[src/rtl/segway_pkg.sv]
// segway_pkg: shared saturation limits and integrator geometry for the segway control path
package segway_pkg;
    localparam int SAT7_MAX  = 63;
    localparam int SAT7_MIN  = -64;
    localparam int SAT10_MAX = 511;
    localparam int SAT10_MIN = -512;
    localparam int SAT12_MAX = 2047;
    localparam int SAT12_MIN = -2048;
    localparam int INTEG_W   = 18;
    localparam int I_SHIFT   = 6;
endpackage

[src/rtl/err_queue.sv]
// err_queue: shift queue of past error samples; oldest exposes the entry about to fall off
module err_queue #(
    parameter int DEPTH = 2,
    parameter int W     = 10
) (
    input  logic                clk,
    input  logic                rst,
    input  logic                push,
    input  logic signed [W-1:0] din,
    output logic signed [W-1:0] oldest
);
    logic signed [W-1:0] q [DEPTH];
    always_ff @(posedge clk) begin
        if (rst) q <= '{default: '0};
        else if (push) begin
            q[0] <= din;
            for (int i = 1; i < DEPTH; i++) q[i] <= q[i-1];
        end
    end
    assign oldest = q[DEPTH-1];
endmodule

[src/rtl/pid_core.sv]
// pid_core: two-stage pipelined PID producing a saturated 12-bit control word
// Integrator present only when PID_I_TERM_EN is defined; otherwise I_term is 0 and pwr_up is ignored.
module pid_core
    import segway_pkg::*;
#(
    parameter logic [4:0] P_COEFF       = 5'h0C,
    parameter logic [5:0] D_COEFF       = 6'h14,
    parameter int         D_QUEUE_DEPTH = 2
) (
    input  logic               clk,
    input  logic               rst,
    input  logic               vld,
    input  logic signed [9:0]  ptch_err_sat,
    input  logic               pwr_up,
    output logic signed [11:0] PID_cntrl,
    output logic               cntrl_vld
);
    logic signed [9:0]  prev_err;
    logic signed [10:0] d_diff;
    logic signed [6:0]  d_sat;
    logic signed [12:0] d_term, d_r;
    logic signed [14:0] p_term, p_r;
    logic signed [11:0] i_term, i_r;
    logic signed [15:0] sum;
    logic               s1_vld;

    err_queue #(.DEPTH(D_QUEUE_DEPTH), .W(10)) u_queue (
        .clk    (clk),
        .rst    (rst),
        .push   (vld),
        .din    (ptch_err_sat),
        .oldest (prev_err)
    );

    assign d_diff = {ptch_err_sat[9], ptch_err_sat} - {prev_err[9], prev_err};
    assign d_sat  = d_diff > SAT7_MAX ? 7'(SAT7_MAX) : d_diff < SAT7_MIN ? 7'(SAT7_MIN) : d_diff[6:0];
    assign d_term = 13'(d_sat) * 13'($signed({1'b0, D_COEFF}));
    assign p_term = 15'(ptch_err_sat) * 15'($signed({1'b0, P_COEFF}));

`ifdef PID_I_TERM_EN
    logic signed [INTEG_W-1:0] integ, integ_sum, integ_nxt;
    logic                      ovf;
    assign integ_sum = integ + INTEG_W'(ptch_err_sat);
    // Same-sign operands with a flipped result sign means the add wrapped; hold instead.
    assign ovf       = (integ[INTEG_W-1] == ptch_err_sat[9]) && (integ_sum[INTEG_W-1] != integ[INTEG_W-1]);
    assign integ_nxt = !pwr_up ? '0 : (vld && !ovf) ? integ_sum : integ;
    assign i_term    = integ_nxt[I_SHIFT +: 12];
    always_ff @(posedge clk) integ <= rst ? '0 : integ_nxt;
`else
    logic unused_pwr_up;
    assign unused_pwr_up = pwr_up;
    assign i_term        = '0;
`endif

    always_ff @(posedge clk) begin
        if (rst) begin
            s1_vld <= 1'b0;
            p_r    <= '0;
            i_r    <= '0;
            d_r    <= '0;
        end else begin
            s1_vld <= vld;
            if (vld) begin
                p_r <= p_term;
                i_r <= i_term;
                d_r <= d_term;
            end
        end
    end

    assign sum = 16'(p_r) + 16'(i_r) + 16'(d_r);

    always_ff @(posedge clk) begin
        if (rst) begin
            PID_cntrl <= '0;
            cntrl_vld <= 1'b0;
        end else begin
            cntrl_vld <= s1_vld;
            if (s1_vld) PID_cntrl <= sum > SAT12_MAX ? 12'h7FF : sum < SAT12_MIN ? 12'h800 : sum[11:0];
        end
    end
endmodule

[config.mk]
export PLATFORM = sky130hd
export DESIGN_NAME = pid_core
export DESIGN_NICKNAME = d
export VERILOG_FILES = /design/src/rtl/segway_pkg.sv /design/src/rtl/err_queue.sv /design/src/rtl/pid_core.sv
export SDC_FILE = /design/constraint.sdc
export NUM_CORES = 1
export LEC_CHECK = 0
export BUFFER_PORTS_ARGS = -buffer_cell sky130_fd_sc_hd__buf_2
export CORE_MARGIN = 2
export CORE_UTILIZATION = 58
export DETAILED_ROUTE_END_ITERATION = 8
export PLACE_DENSITY = 0.77
export SLEW_MARGIN = 10
export SYNTH_ARGS = -nofsm -noshare
export SYNTH_HDL_FRONTEND = slang
export SYNTH_HIERARCHICAL = 1
export SYNTH_SLANG_ARGS = --single-unit
[constraint.sdc]
create_clock -name clk -period 5.9 [get_ports clk]
set_input_delay 0.295 -clock clk [delete_from_list [all_inputs] [get_ports clk]]
set_output_delay 0.295 -clock clk [all_outputs]
set_load 0.02 [all_outputs]
## Word level (Yosys, flattened, before mapping)

Cells that the tools add are included.

| storage, ports and cells | value |
|---|---|
| logic and storage cells | 19 |
| bits in registers | 58 |
| input bits | 14 |
| output and inout port bits | 13 |

| cells by class | value |
|---|---|
| mux-type cells | 4 |
| magnitude comparators | 4 |
| multiply operators | 2 |
| $add $sub $neg | 2 |

Operator list:

| operator | number |
|---|---|
| 2-to-1 mux 12 bit | 2 |
| adder 15 x 13 -> 16 bit | 1 |
| greater-than comparator 16 x 12 -> 1 bit, second input constant | 1 |
| less-than comparator 16 x 12 -> 1 bit, second input constant | 1 |
| 2-to-1 mux 7 bit | 2 |
| multiplier 10 x 3 -> 13 bit, second input constant | 1 |
| greater-than comparator 11 x 7 -> 1 bit, second input constant | 1 |
| less-than comparator 11 x 7 -> 1 bit, second input constant | 1 |
| multiplier 7 x 4 -> 11 bit, second input constant | 1 |
| subtractor 10 x 10 -> 11 bit | 1 |

## Depth between registers and ports, before layout

Gate-level depths: netlist of run 1.

| depth | value |
|---|---|
| depth after elaboration | 5 |
| mapped depth | 24 |
| depth with buffers taken out | 24 |

## Hierarchy

Netlist of run 1, hierarchy kept.

By module, submodules not included:

| module | cells an instance | seq. area each (um^2) | instances | area an instance (um^2) |
|---|---|---|---|---|
| pid_core | 374 | 740.7 | 1 | 3324.4 |
| err_queue | 74 | 400.4 | 1 | 780.7 |

## Least setup slack after synthesis of run 1

Ideal clock, no wire load.

| timing path | value |
|---|---|
| path type | register to register |
| start point | reg u_queue.q (netlist bit u_queue/oldest[0]) |
| end point | reg d_r[12] |
| period minus slack after synthesis | 4336 ps |
| arrival time | 4210 ps |
| stages on the path, launching flop included | 22 |
| path buffers | 1 |
| data required time | 5774 ps |
| setup slack | 1564 ps |
| cell sequence | dfxtp_1 > buf_4 > ha_1 > inv_1 > fa_1 > a211oi_1 > o21bai_1 > a2111oi_1 > nor2_1 > xnor2_2 > o31ai_2 > a21o_1 > ha_1 > ha_1 > a21o_1 > a21o_1 > a21o_1 > a21oi_1 > nor2b_1 > xnor2_1 > mux2i_1 > nor2b_1 |

| on the way | value |
|---|---|
| cells in the longest elaborated chain, start to end | 5 |
| elaborated cells on any way between the ends | 6 |
| those cells by class | add/sub (1); mul (1); order compare (2); mux (2) |

RTL lines:

| what | line | text |
|---|---|---|
| start: declaration | err_queue.sv:12 | `logic signed [W-1:0] q [DEPTH];` |
| subtractor 10 x 10 -> 11 bit (*) | pid_core.sv:35 | `assign d_diff = {ptch_err_sat[9], ptch_err_sat} - {prev_err[9], prev_err};` |
| less-than comparator 11 x 7 -> 1 bit | pid_core.sv:36 | `assign d_sat = d_diff > SAT7_MAX ? 7'(SAT7_MAX) : d_diff < SAT7_MIN ? 7'(SAT7_MIN) : d_diff[6:0];` |
| 2-to-1 mux 7 bit | pid_core.sv:36 |  |
| 2-to-1 mux 7 bit (*) | pid_core.sv:36 |  |
| multiplier 7 x 4 -> 11 bit (*) | pid_core.sv:37 | `assign d_term = 13'(d_sat) * 13'($signed({1'b0, D_COEFF}));` |
| end signal: assignment | pid_core.sv:66 | `d_r <= d_term;` |
| end: declaration | pid_core.sv:21 | `logic signed [12:0] d_term, d_r;` |

Every way passes the cells marked *; elsewhere a longest branch is shown, timed or not.
A chain may end at the register's enable or synchronous reset.

## Worst setup path in the final report of run 1

Ends and elaborated chain as after synthesis.

==> results.sh, run 1 <==
export IMPL_run_status="finished clean"
export IMPL_tns_ps=0
export IMPL_start_util_pct=60.1
export IMPL_critPathRequiredTime_ps=6110
export IMPL_finalCritPeriodShare_pct=81.7
export IMPL_grt_start_max_net_pins=64
export IMPL_max_cap_viol_count=0
export IMPL_post_cts_buffers=0
export IMPL_syn_inst=448
export IMPL_synth_nets=517
export IMPL_grt_pass1_vias=2852
export IMPL_crit_top_cell="a21o_1"
export IMPL_path_clk_slew_ps=70
export IMPL_netlist_area_sq_um=4110
export IMPL_ant_nets=0
export IMPL_skew_ps=8.38
export IMPL_finalMaxSlewViolations=0
export IMPL_firstDrtPassIters=4
export IMPL_slowest_delay_ps=580
export IMPL_fillers=583
export IMPL_rsz0062_at_grt="false"
export IMPL_multi_input_area_sq_um=2680
export IMPL_yosysWarnings=6
export IMPL_row_count=30
export IMPL_die_y_um=88.1
export IMPL_synthFlopType="dfxtp_1"
export IMPL_cts_root_buf="clkbuf_8"
export IMPL_drive_above_1_share_pct=15.2
export IMPL_grtUsageTotal_pct=20.9
export IMPL_path_delay_family="compound AO/OA/AOI/OAI gates"
export IMPL_area_growth_pct=6.74
export IMPL_clkLatencyLatePin_ps=350
export IMPL_dp_hpwl_um=5570
export IMPL_period_needed_ps=4820
export IMPL_worstPathCellList="ha_1 > inv_1 > fa_1 > a211oi_1 > o21bai_1 > a2111oi_1 > nor2_1 > xnor2_2 > o31ai_2 > a21o_1 > ha_1 > ha_1 > a21o_1 > a21o_1 > a21o_1 > a21oi_1 > nor2b_1 > xnor2_1 > mux2i_1 > nor2b_1"
export IMPL_routed_wl_um=7500
export IMPL_gp_congestion=0.855
export IMPL_nets=528
export IMPL_ff_latch_area_sq_um=1140
export IMPL_arrival_ps=5040
export IMPL_synth_cell_type_count=69
export IMPL_clockBufferDepth=2
export IMPL_syn_mean_instance_area_sq_um=9.16
export IMPL_fmax_mhz=207
export IMPL_critical_path_class="register to register"
export IMPL_irDropWorstVdd_uv=204
export IMPL_synth_seq_cells=57
export IMPL_synth_edf_count=0
export IMPL_placed_cells=544
export IMPL_cts_sinks=57
export IMPL_power_leakage_nw=2.02
export IMPL_hp_class="input pin to register"
export IMPL_cts_resized=0
export IMPL_io_pins=27
export IMPL_cp_start_kind="register"
export IMPL_p_per_area_nw_per_um2=299
export IMPL_final_hold_violation_count=0
export IMPL_port_buffer_count=25
export IMPL_holdBufCountCts=0
export IMPL_instances_no_fill=558
export IMPL_die_w_um=88.1
export IMPL_worst_path_buf_inv=1
export IMPL_max_slew_margin_rel_pct=50.3
export IMPL_ys_seq_area_share_pct=27.8
export IMPL_viasPerCell=5.49
export IMPL_coreArea_sq_um=6830
export IMPL_cts_made_buffers=9
export IMPL_tightestPinTransition_ps=745
export IMPL_overflow=0
export IMPL_diodes=0
export IMPL_antenna_found_initial=0
export IMPL_cp_slowest_cell="a2111oi_1"
export IMPL_htree_num_levels=3
export IMPL_end_kind="register"
export IMPL_die_area_sq_um=7770
export IMPL_num_vias=3064
export IMPL_wl_per_cell_um=13.4
export IMPL_tritoncts="built"
export IMPL_drc=0
export IMPL_dr_first_iter_drc_count=92
export IMPL_crit_fanout=6
export IMPL_async_reset_ff_share_pct=0
export IMPL_grt_pass1_wl_um=12700
export IMPL_setup_violations=0
==> worst paths after layout <==
kind / cells after the start / to / slack [ps] / startpoint
setup / recovery: 20 / d_r[12]$_SDFFE_PP0P_ / 1080 / u_queue/oldest[0]$_SDFFE_PP0P_
hold / removal: 3 / u_queue/q[10]$_SDFFE_PP0P_ / 260 / ptch_err_sat[0]
setup reg to reg: 20 / d_r[12]$_SDFFE_PP0P_ / 1080 / u_queue/oldest[0]$_SDFFE_PP0P_
hold reg to reg: 2 / PID_cntrl[2]$_SDFFE_PP0P_ / 470 / PID_cntrl[2]$_SDFFE_PP0P_
==> logic make-up after synthesis <==
group                    synth area share, %
AND/OR/NAND/NOR                         13.1
AO/OA/AOI/OAI                           19.0
buffers and inverters                   6.89
flip-flops                              27.8
adder cells (fa/ha/maj)                 17.5
multiplexers                            9.78
XOR/XNOR                                5.91
==> final cells by class <==
cell class                      instances  share of cell area [%]
Multi-Input combinational cell        333                    61.2
Sequential cell                        57                    26.0
Timing Repair Buffer                   27                    3.20
Clock buffer                           10                    3.14
Tap cell                               96                    2.74
Inverter                               31                    2.66
Clock inverter                          4                    1.03
==> cell usage in the layout, fill, tap and decap left out, types with 2 or more instances in the layout <==
cell type	netlist	final
nor2_1	64	64
dfxtp_1	57	57
ha_1	51	51
mux2i_1	39	39
inv_1	31	31
buf_2	1	25
a21oi_1	20	20
nand2_1	18	18
a21o_1	15	15
xnor2_1	15	15
clkbuf_8	0	10
xor2_1	9	9
a211oi_2	7	7
nand3_1	6	6
a211oi_1	5	5
o21bai_1	5	5
nor2b_1	5	5
o21a_1	5	5
o21ai_0	4	4
a31oi_1	4	4
nand2b_1	4	4
fa_1	4	4
clkinv_2	0	3
xnor2_2	2	2
o31ai_1	2	2
o311ai_1	2	2
o21ai_2	2	2
nor3b_1	2	2
nand3b_1	2	2
a21oi_2	2	2
a211o_1	2	2
o32ai_1	2	2
buf_4	13	2
==> metrics by stage <==
stage	cell area, sq um	setup WS, ps	hold WS, ps	util [%]	total power (W)
3_3_place_gp	4200	1040	459	61.5	0.000942
6_report	4380	1080	256	64.1	0.00131
5_1_grt	4380	629	282	64.1	0.00139
2_1_floorplan	4110	1560	378	-	0.000869
4_1_cts	4380	1050	245	64.1	0.00132
3_5_place_dp	4200	950	468	61.5	0.000960
==> where the power goes <==
group	total (W)	switching, W	leakage [nW]	internal [W]
combinational	0.000501	0.000278	1.46	0.000223
sequential	0.000453	0.0000256	0.469	0.000428
clock	0.000355	0.000156	0.0978	0.000199
==> registers in the layout (all words and copies together), names as in the netlist <==
signal	flops
PID_cntrl	11
s1_vld	1
p_r	13
u_queue/q	10
cntrl_vld	1
u_queue/oldest	10
d_r	11
==> cell usage after synthesis, types with 2 or more instances <==
cell type  instances  area (sq um)
a21oi_2            2          17.5
a31oi_1            4          25.0
buf_6              2          22.5
nand2_1           18          67.6
o31ai_1            2          15.0
a211oi_1           5          37.5
nor2_1            64           240
o21ai_2            2          17.5
mux2i_1           39           390
xnor2_2            2          32.5
a211oi_2           7          87.6
xor2_1             9          78.8
o21ai_0            4          20.0
xnor2_1           15           131
nand2b_1           4          25.0
inv_1             31           116
nor3b_1            2          15.0
buf_1              2          7.51
dfxtp_1           57          1140
nand3_1            6          30.0
clkbuf_1           9          33.8
o311ai_1           2          17.5
a21oi_1           20           100
o21a_1             5          37.5
a21o_1            15           113
ha_1              51           638
o32ai_1            2          17.5
nor2b_1            5          31.3
o21bai_1           5          37.5
nand3b_1           2          15.0
buf_4             13          97.6
fa_1               4          80.1
a211o_1            2          17.5
==> routing by layer <==
layer / vias up / GRT usage, % / wire length, um
li1: 1611 / - / -
met1: 1403 / 26.4 / 3600
met2: 39 / 34.7 / 3550
met3: 11 / 4.24 / 190
met4: 0 / 8.95 / 164
met5: - / 0 / 0
==> worst min-delay path: stages <==
cell and delay, ps:
buf_2 120, mux2i_1 70, nor2_1 70
(Power assumes the default switching activity.)
==> run 2, diff against run 1 <==
--- a/config.mk
+++ b/config.mk
@@ -5,9 +5,10 @@
 export SDC_FILE = /design/constraint.sdc
 export NUM_CORES = 1
 export LEC_CHECK = 0
+export ABC_AREA = 1
 export BUFFER_PORTS_ARGS = -buffer_cell sky130_fd_sc_hd__buf_2
 export CORE_MARGIN = 2
-export CORE_UTILIZATION = 58
+export CORE_UTILIZATION = 56
 export DETAILED_ROUTE_END_ITERATION = 8
 export PLACE_DENSITY = 0.77
 export SLEW_MARGIN = 10
==> constraint.sdc (replaced) <==
create_clock -name clk -period 4.03 [get_ports clk]
set_input_delay 0.2015 -clock clk [delete_from_list [all_inputs] [get_ports clk]]
set_output_delay 0.2015 -clock clk [all_outputs]
set_load 0.02 [all_outputs]
==> run 2 against run 1 <==
Compared with the run above:
- die area rose by 12%
- clock power rose by 50%
- maximum frequency rose by 32%
- via count rose by 33%
- wire length rose by 19%
- design area rose by 8.9%
- critical path type unchanged
- critical endpoint is now d_r[11]$_SDFFE_PP0P_
- largest power group unchanged
==> results.sh, run 2 <==
export IMPL_run_status="finished clean"
export IMPL_p_per_area_nw_per_um2=422
export IMPL_min_path_cells=3
export IMPL_tightestPinTransition_ps=692
export IMPL_post_synth_top_area_cell="dfxtp_1"
export IMPL_final_hold_violation_count=0
export IMPL_die_area_sq_um=8730
export IMPL_area_growth_pct=6.57
export IMPL_cts_sinks=57
export IMPL_synth_top_family_by_area="simple AND/OR/NAND/NOR gates"
export IMPL_critPathRequiredTime_ps=4270
export IMPL_cts_resized=0
export IMPL_netlist_area_sq_um=4480
export IMPL_end_kind="register"
export IMPL_arrival_ps=3880
export IMPL_crit_fanout=5
export IMPL_synth_xor_area_share_pct=4.11
export IMPL_grt_pass1_wl_um=15400
export IMPL_max_cap_viol_count=0
export IMPL_io_pins=27
export IMPL_slowest_delay_ps=400
export IMPL_nets=784
export IMPL_start_util_pct=57.9
export IMPL_syn_inst=703
export IMPL_yosys_top_cells_area="dfxtp_1 25%, nand2_1 18%, ha_1 14%"
export IMPL_final_cell_mix="211 x nand2_1, 108 x inv_1, 105 x nor2_1"
export IMPL_largest_register_ffs=13
export IMPL_port_buffer_count=25
export IMPL_drc=0
export IMPL_ant_nets=0
export IMPL_overflow=0
export IMPL_tritoncts="built"
export IMPL_path_delay_family="adder cells"
export IMPL_worstPathCellList="ha_1 > inv_1 > fa_2 > nand2_1 > nand3_2 > nand2_1 > nand2_1 > nand2_1 > nand2_1 > nand2_2 > nand2_1 > inv_1 > o21ai_1 > ha_1 > ha_1 > inv_1 > fa_1 > nor2_1 > a211o_1 > nand2_1 > a21boi_2 > nor2_1 > o21ai_1 > inv_1"
export IMPL_cts_root_buf="clkbuf_8"
export IMPL_max_slew_margin_rel_pct=53.8
export IMPL_synth_edf_count=0
export IMPL_reg_top3="p_r x13, PID_cntrl x11, d_r x11"
export IMPL_viasPerCell=4.94
export IMPL_min_to="p_r[2]$_SDFFE_PP0P_"
export IMPL_fmax_mhz=274
export IMPL_worstReg2RegEnd="d_r[11]$_SDFFE_PP0P_"
export IMPL_synthFlopType="dfxtp_1"
export IMPL_cp_slowest_cell="fa_1"
export IMPL_power_leakage_nw=2.71
export IMPL_routed_wl_um=8910
export IMPL_grt_start_max_net_pins=74
export IMPL_post_synth_top_area_fraction_pct=25.5
export IMPL_largest_register="p_r"
export IMPL_post_synth_top_count_cell="nand2_1"
export IMPL_post_dp_cell_area_sq_um=4570
export IMPL_fillers=727
export IMPL_diodes=0
export IMPL_irDropWorstVdd_uv=226
export IMPL_clockBufferDepth=2
export IMPL_syn_mean_instance_area_sq_um=6.37
export IMPL_path_clk_slew_ps=70
export IMPL_die_y_um=93.4
export IMPL_r2r_start="u_queue/oldest[0]$_SDFFE_PP0P_"
export IMPL_muxShareOfSynthArea_pct=0
export IMPL_r2r_cells=24
export IMPL_yosys_area_share_adder_pct=16.0
export IMPL_synth_nets=772
export IMPL_synth_common_cells="211 x nand2_1, 108 x inv_1, 105 x nor2_1"
export IMPL_synth_seq_cells=57
export IMPL_dp_hpwl_um=6860
export IMPL_drive_above_1_share_pct=8.33
export IMPL_cp_start_kind="register"
export IMPL_antenna_found_initial=0
export IMPL_grt_pass1_vias=3669
export IMPL_async_reset_ff_share_pct=0
export IMPL_num_vias=4063
export IMPL_rsz0062_at_grt="false"
export IMPL_critical_path_class="register to register"
export IMPL_coreArea_sq_um=7730
export IMPL_tns_ps=0
export IMPL_skew_ps=9.99
export IMPL_yosys_area_share_simple_pct=34.3
export IMPL_wl_per_cell_um=10.8
export IMPL_finalCritPeriodShare_pct=90.5
export IMPL_die_w_um=93.4
export IMPL_period_needed_ps=3650
export IMPL_instances_no_fill=822
export IMPL_cts_made_buffers=9
export IMPL_crit_top_cell="nand2_1"
export IMPL_post_cts_buffers=0
export IMPL_holdBufCountCts=0
export IMPL_worst_path_buf_inv=4
export IMPL_ff2ff_setup_slack_ps=380
export IMPL_hp_class="input pin to register"
export IMPL_synth_cell_type_count=30
export IMPL_min_delay_start="ptch_err_sat[0]"
export IMPL_ys_seq_area_share_pct=25.5
export IMPL_gp_congestion=0.874
export IMPL_grtUsageTotal_pct=21.7
export IMPL_final_common_cell="nand2_1"
export IMPL_placed_cells=806
export IMPL_yosysWarnings=6
export IMPL_final_area_sq_um=4770
export IMPL_firstDrtPassIters=4
export IMPL_setup_violations=0
export IMPL_dr_first_iter_drc_count=135
export IMPL_synth_compound_area_share_pct=7.04
export IMPL_clkLatencyLatePin_ps=350
export IMPL_htree_num_levels=3
export IMPL_finalMaxSlewViolations=0
export IMPL_row_count=32
run 2: cell families after synthesis:
logic type / after synthesis
simple gates: 375
buf+inv: 136
compound gates: 59
flops: 57
fa+ha+maj: 55
xor+xnor: 21
run 2: through the flow:
step	util, %	total power [W]	setup WS, ps	hold WS [ps]
after global placement	59.1	0.00146	317	430
after detailed placement	59.1	0.00149	157	437
after floorplan	-	0.00133	594	360
after CTS	61.7	0.00203	183	132
final	61.7	0.00201	382	147
after global routing	61.7	0.00218	32.6	147
run 2: metal layers:
| layer | up-vias | share of wire (%) | track usage (%) |
|---|---|---|---|
| met5 | - | 0 | 0 |
| met4 | 0 | 1.6 | 6.50 |
| met3 | 19 | 3.4 | 4.67 |
| met2 | 68 | 50 | 39.9 |
| met1 | 1777 | 45 | 24.8 |
| li1 | 2199 | - | - |
run 2: report_power, final:
group / internal, W / total [W] / switching [W]
clock network: 0.000283 / 0.000532 / 0.000249
registers: 0.000627 / 0.000662 / 0.0000357
logic: 0.000320 / 0.000817 / 0.000497
total: 0.00123 / 0.00201 / 0.000781
run 2: cell type report:
cell class	count	area, sq um	area share [%]
multi-input combinational	510	2760	57.8
sequential	57	1140	23.9
inverter	111	417	8.73
timing repair buffer	26	133	2.78
tap	102	128	2.68
clock buffer	9	124	2.60
clock inverter	7	71.3	1.49
run 2: how the worst max path moves through the flow:
stage	start	endpoint	depth (start not counted)
global route	u_queue/oldest[0]$_SDFFE_PP0P_	d_r[11]$_SDFFE_PP0P_	24
CTS	u_queue/oldest[0]$_SDFFE_PP0P_	d_r[11]$_SDFFE_PP0P_	24
finish	u_queue/oldest[0]$_SDFFE_PP0P_	d_r[11]$_SDFFE_PP0P_	24
detailed placement	ptch_err_sat[0]	d_r[11]$_SDFFE_PP0P_	26
global placement	ptch_err_sat[0]	d_r[11]$_SDFFE_PP0P_	26
floorplan	u_queue/oldest[0]$_SDFFE_PP0P_	d_r[11]$_SDFFE_PP0P_	25
run 2: tightest hold or removal path, stage by stage:
cell     delay (ps)
buf_2           110
inv_1            70
a21oi_1          60
==> run 3, diff against run 2 <==
--- a/config.mk
+++ b/config.mk
@@ -5,12 +5,13 @@
 export SDC_FILE = /design/constraint.sdc
 export NUM_CORES = 1
 export LEC_CHECK = 0
-export ABC_AREA = 1
+export ABC_AREA = 0
 export BUFFER_PORTS_ARGS = -buffer_cell sky130_fd_sc_hd__buf_2
 export CORE_MARGIN = 2
 export CORE_UTILIZATION = 56
 export DETAILED_ROUTE_END_ITERATION = 8
-export PLACE_DENSITY = 0.77
+export PLACE_DENSITY = 0.78
+export REMOVE_ABC_BUFFERS = 1
 export SLEW_MARGIN = 10
 export SYNTH_ARGS = -nofsm -noshare
 export SYNTH_HDL_FRONTEND = slang
==> run 3 against run 2 <==
Compared with the run above:
- the run now ends with setup timing left
- die area decreased by 8.0%
- clock-buffer cell count rose by 3
- final cell count down 26%
- global-route usage rose by 1.5 points
- maximum frequency is 14% lower
- clock power increased by 4%
- via count shrank 17%
- worst setup slack worse by 580 ps
- combinational power up 19%
- hold slack better by 32 ps
- wire length up 2.0%
- sequential share of layout area shrank 1.0 points
- largest cell class unchanged
- largest power group unchanged
==> results.sh, run 3 (synthesis gave the netlist of run 1 again) <==
export IMPL_run_status="complete, but fails checks"
export IMPL_failed_checks="setup timing"
export IMPL_num_vias=3359
export IMPL_critical_path_class="register to register"
export IMPL_p_sw_share_pct=34.9
export IMPL_path_clk_slew_ps=70
export IMPL_cp_slowest_cell="o31ai_4"
export IMPL_end_kind="register"
export IMPL_dr_first_iter_drc_count=118
export IMPL_port_buffer_count=25
export IMPL_tns_ps=-656
export IMPL_finalMaxSlewViolations=0
export IMPL_path_delay_family="compound AO/OA/AOI/OAI gates"
export IMPL_clockBufferDepth=2
export IMPL_clkLatencyLatePin_ps=340
export IMPL_coreArea_sq_um=7180
export IMPL_comb_power_share_pct=44.3
export IMPL_tightestPinTransition_ps=693
export IMPL_area_growth_pct=21.4
export IMPL_firstDrtPassIters=4
export IMPL_die_w_um=89.6
export IMPL_pwr_share_clk_pct=25.2
export IMPL_worstPathCellList="ha_4 > inv_2 > fa_2 > a211oi_2 > o21bai_2 > a21o_4 > o41ai_4 > a31oi_2 > o31ai_4 > buf_4 > o21a_1 > ha_4 > ha_4 > inv_2 > fa_2 > nor2b_2 > o21ai_1 > nand2b_1 > a21o_1 > nand2_1 > xnor2_1 > mux2i_1 > nor2_1"
export IMPL_final_hold_violation_count=0
export IMPL_cp_start_kind="register"
export IMPL_instances_no_fill=605
export IMPL_setup_violations=5
export IMPL_max_cap_viol_count=0
export IMPL_dp_slack_ps=-519
export IMPL_cts_made_buffers=9
export IMPL_diodes=0
export IMPL_dp_hpwl_um=6040
export IMPL_max_slew_margin_rel_pct=53.8
export IMPL_min_path_cells=3
export IMPL_start_util_pct=57.2
export IMPL_hp_class="input pin to register"
export IMPL_slowest_delay_ps=390
export IMPL_p_per_area_nw_per_um2=438
export IMPL_arrival_ps=4440
export IMPL_utilization_pct=69.5
export IMPL_overflow=0
export IMPL_p_int_w=0.00142
export IMPL_worst_slack_ps=-194
export IMPL_power_leakage_nw=2.27
export IMPL_r2r_cells=23
export IMPL_power_switching_w=0.000763
export IMPL_wl_per_cell_um=15.0
export IMPL_worst_path_buf_inv=3
export IMPL_cts_sinks=57
export IMPL_grtUsageTotal_pct=23.2
export IMPL_gp_congestion=0.872
export IMPL_cp_depth=23
export IMPL_ant_nets=0
export IMPL_largest_register_ffs=13
export IMPL_cts_root_buf="clkbuf_8"
export IMPL_nets=570
export IMPL_viasPerCell=5.55
export IMPL_die_y_um=89.6
export IMPL_irDropWorstVdd_uv=320
export IMPL_placed_cells=580
export IMPL_final_cell_mix="63 x nor2_1, 56 x dfxtp_1, 43 x ha_1"
export IMPL_antenna_found_initial=0
export IMPL_finalCritPeriodShare_pct=105
export IMPL_final_common_cell="nor2_1"
export IMPL_tritoncts="built"
export IMPL_seq_power_share_pct=30.4
export IMPL_crit_fanout=6
export IMPL_grt_start_max_net_pins=38
export IMPL_die_area_sq_um=8030
export IMPL_drive_above_1_share_pct=28.5
export IMPL_critPathRequiredTime_ps=4250
export IMPL_row_count=31
export IMPL_htree_num_levels=3
export IMPL_timing_hold_ws_ps=178
export IMPL_io_pins=27
export IMPL_drc=0
export IMPL_grt_pass1_vias=3342
export IMPL_routed_wl_um=9080
export IMPL_grt_pass1_wl_um=14500
export IMPL_crit_top_cell="ha_4"
export IMPL_skew_ps=11.2
export IMPL_fmax_mhz=237
export IMPL_reg_top3="p_r x13, PID_cntrl x11, d_r x11"
export IMPL_largest_register="p_r"
export IMPL_rsz0062_at_grt="true"
export IMPL_period_needed_ps=4220
==> run 3: changes by cell type in the layout (fill, tap and decap cells not counted), moves of 19 or more <==
cell     previous run  this run
buf_4               1        42
o21ai_0            22         3
nand3_1            33         5
mux2i_1             0        39
nand2_1           211        18
inv_1             108        28
nor2_1            105        63
==> run 3: layer usage <==
metal  track usage [%]  share of wire, %
met5                 0                 0
met4              7.60               2.0
met1              25.9                42
met3              6.12               3.1
met2              42.5                53
==> run 3: repair_timing <==
item | 4_1_cts | 5_1_grt
setup buffers | 9 | 3
cloned | 0 | 0
pin swaps | 15 | 6
resized for setup | 29 | 14
hold buffers | 0 | 0
setup endpoints to repair | 7 | 6
==> run 3: path summary, 6_finish.rpt <==
check	start	endpoint	slack, ps
worst min register to register	PID_cntrl[2]$_SDFFE_PP0P_	PID_cntrl[2]$_SDFFE_PP0P_	470
worst min-delay path	ptch_err_sat[7]	u_queue/q[17]$_SDFFE_PP0P_	180
worst max-delay path	u_queue/oldest[0]$_SDFFE_PP0P_	d_r[11]$_SDFFE_PP0P_	-190
worst max register to register	u_queue/oldest[0]$_SDFFE_PP0P_	d_r[11]$_SDFFE_PP0P_	-190
==> run 3: power groups by stage <==
stage                     sequential, W  combinational [W]  clock, W
after global placement         0.000674           0.000785         0
after detailed placement       0.000677           0.000809         0
final                          0.000665           0.000969  0.000551
after CTS                      0.000665           0.000907  0.000560
after floorplan                0.000684           0.000558         0
after global routing           0.000673            0.00107  0.000592
==> run 3: area by class of cell <==
type	instances	area (sq um)
multi-input cells	333	2930
fillers	518	2190
flip-flops and latches	57	1140
repair buffers	69	463
clock buffers	12	155
well taps	99	124
inverters	31	116
clock inverters	4	51.3
==> run 3: metrics by stage <==
step           area (sq um)  total power [W]
3_3_place_gp           4450          0.00146
6_report               4980          0.00218
5_1_grt                4980          0.00233
3_5_place_dp           4450          0.00149
4_1_cts                4880          0.00213
2_1_floorplan          3940          0.00124
==> run 3: worst register-to-register path, cell delays in order, from the launching register on <==
cell and delay [ps]:
dfxtp_2 350, ha_4 140, inv_2 40, fa_2 340
a211oi_2 210, o21bai_2 120, a21o_4 250, o41ai_4 300
a31oi_2 100, o31ai_4 390, buf_4 190, o21a_1 190
ha_4 160, ha_4 140, inv_2 40, fa_2 340
nor2b_2 110, o21ai_1 60, nand2b_1 100, a21o_1 120
nand2_1 60, xnor2_1 130, mux2i_1 160, nor2_1 60
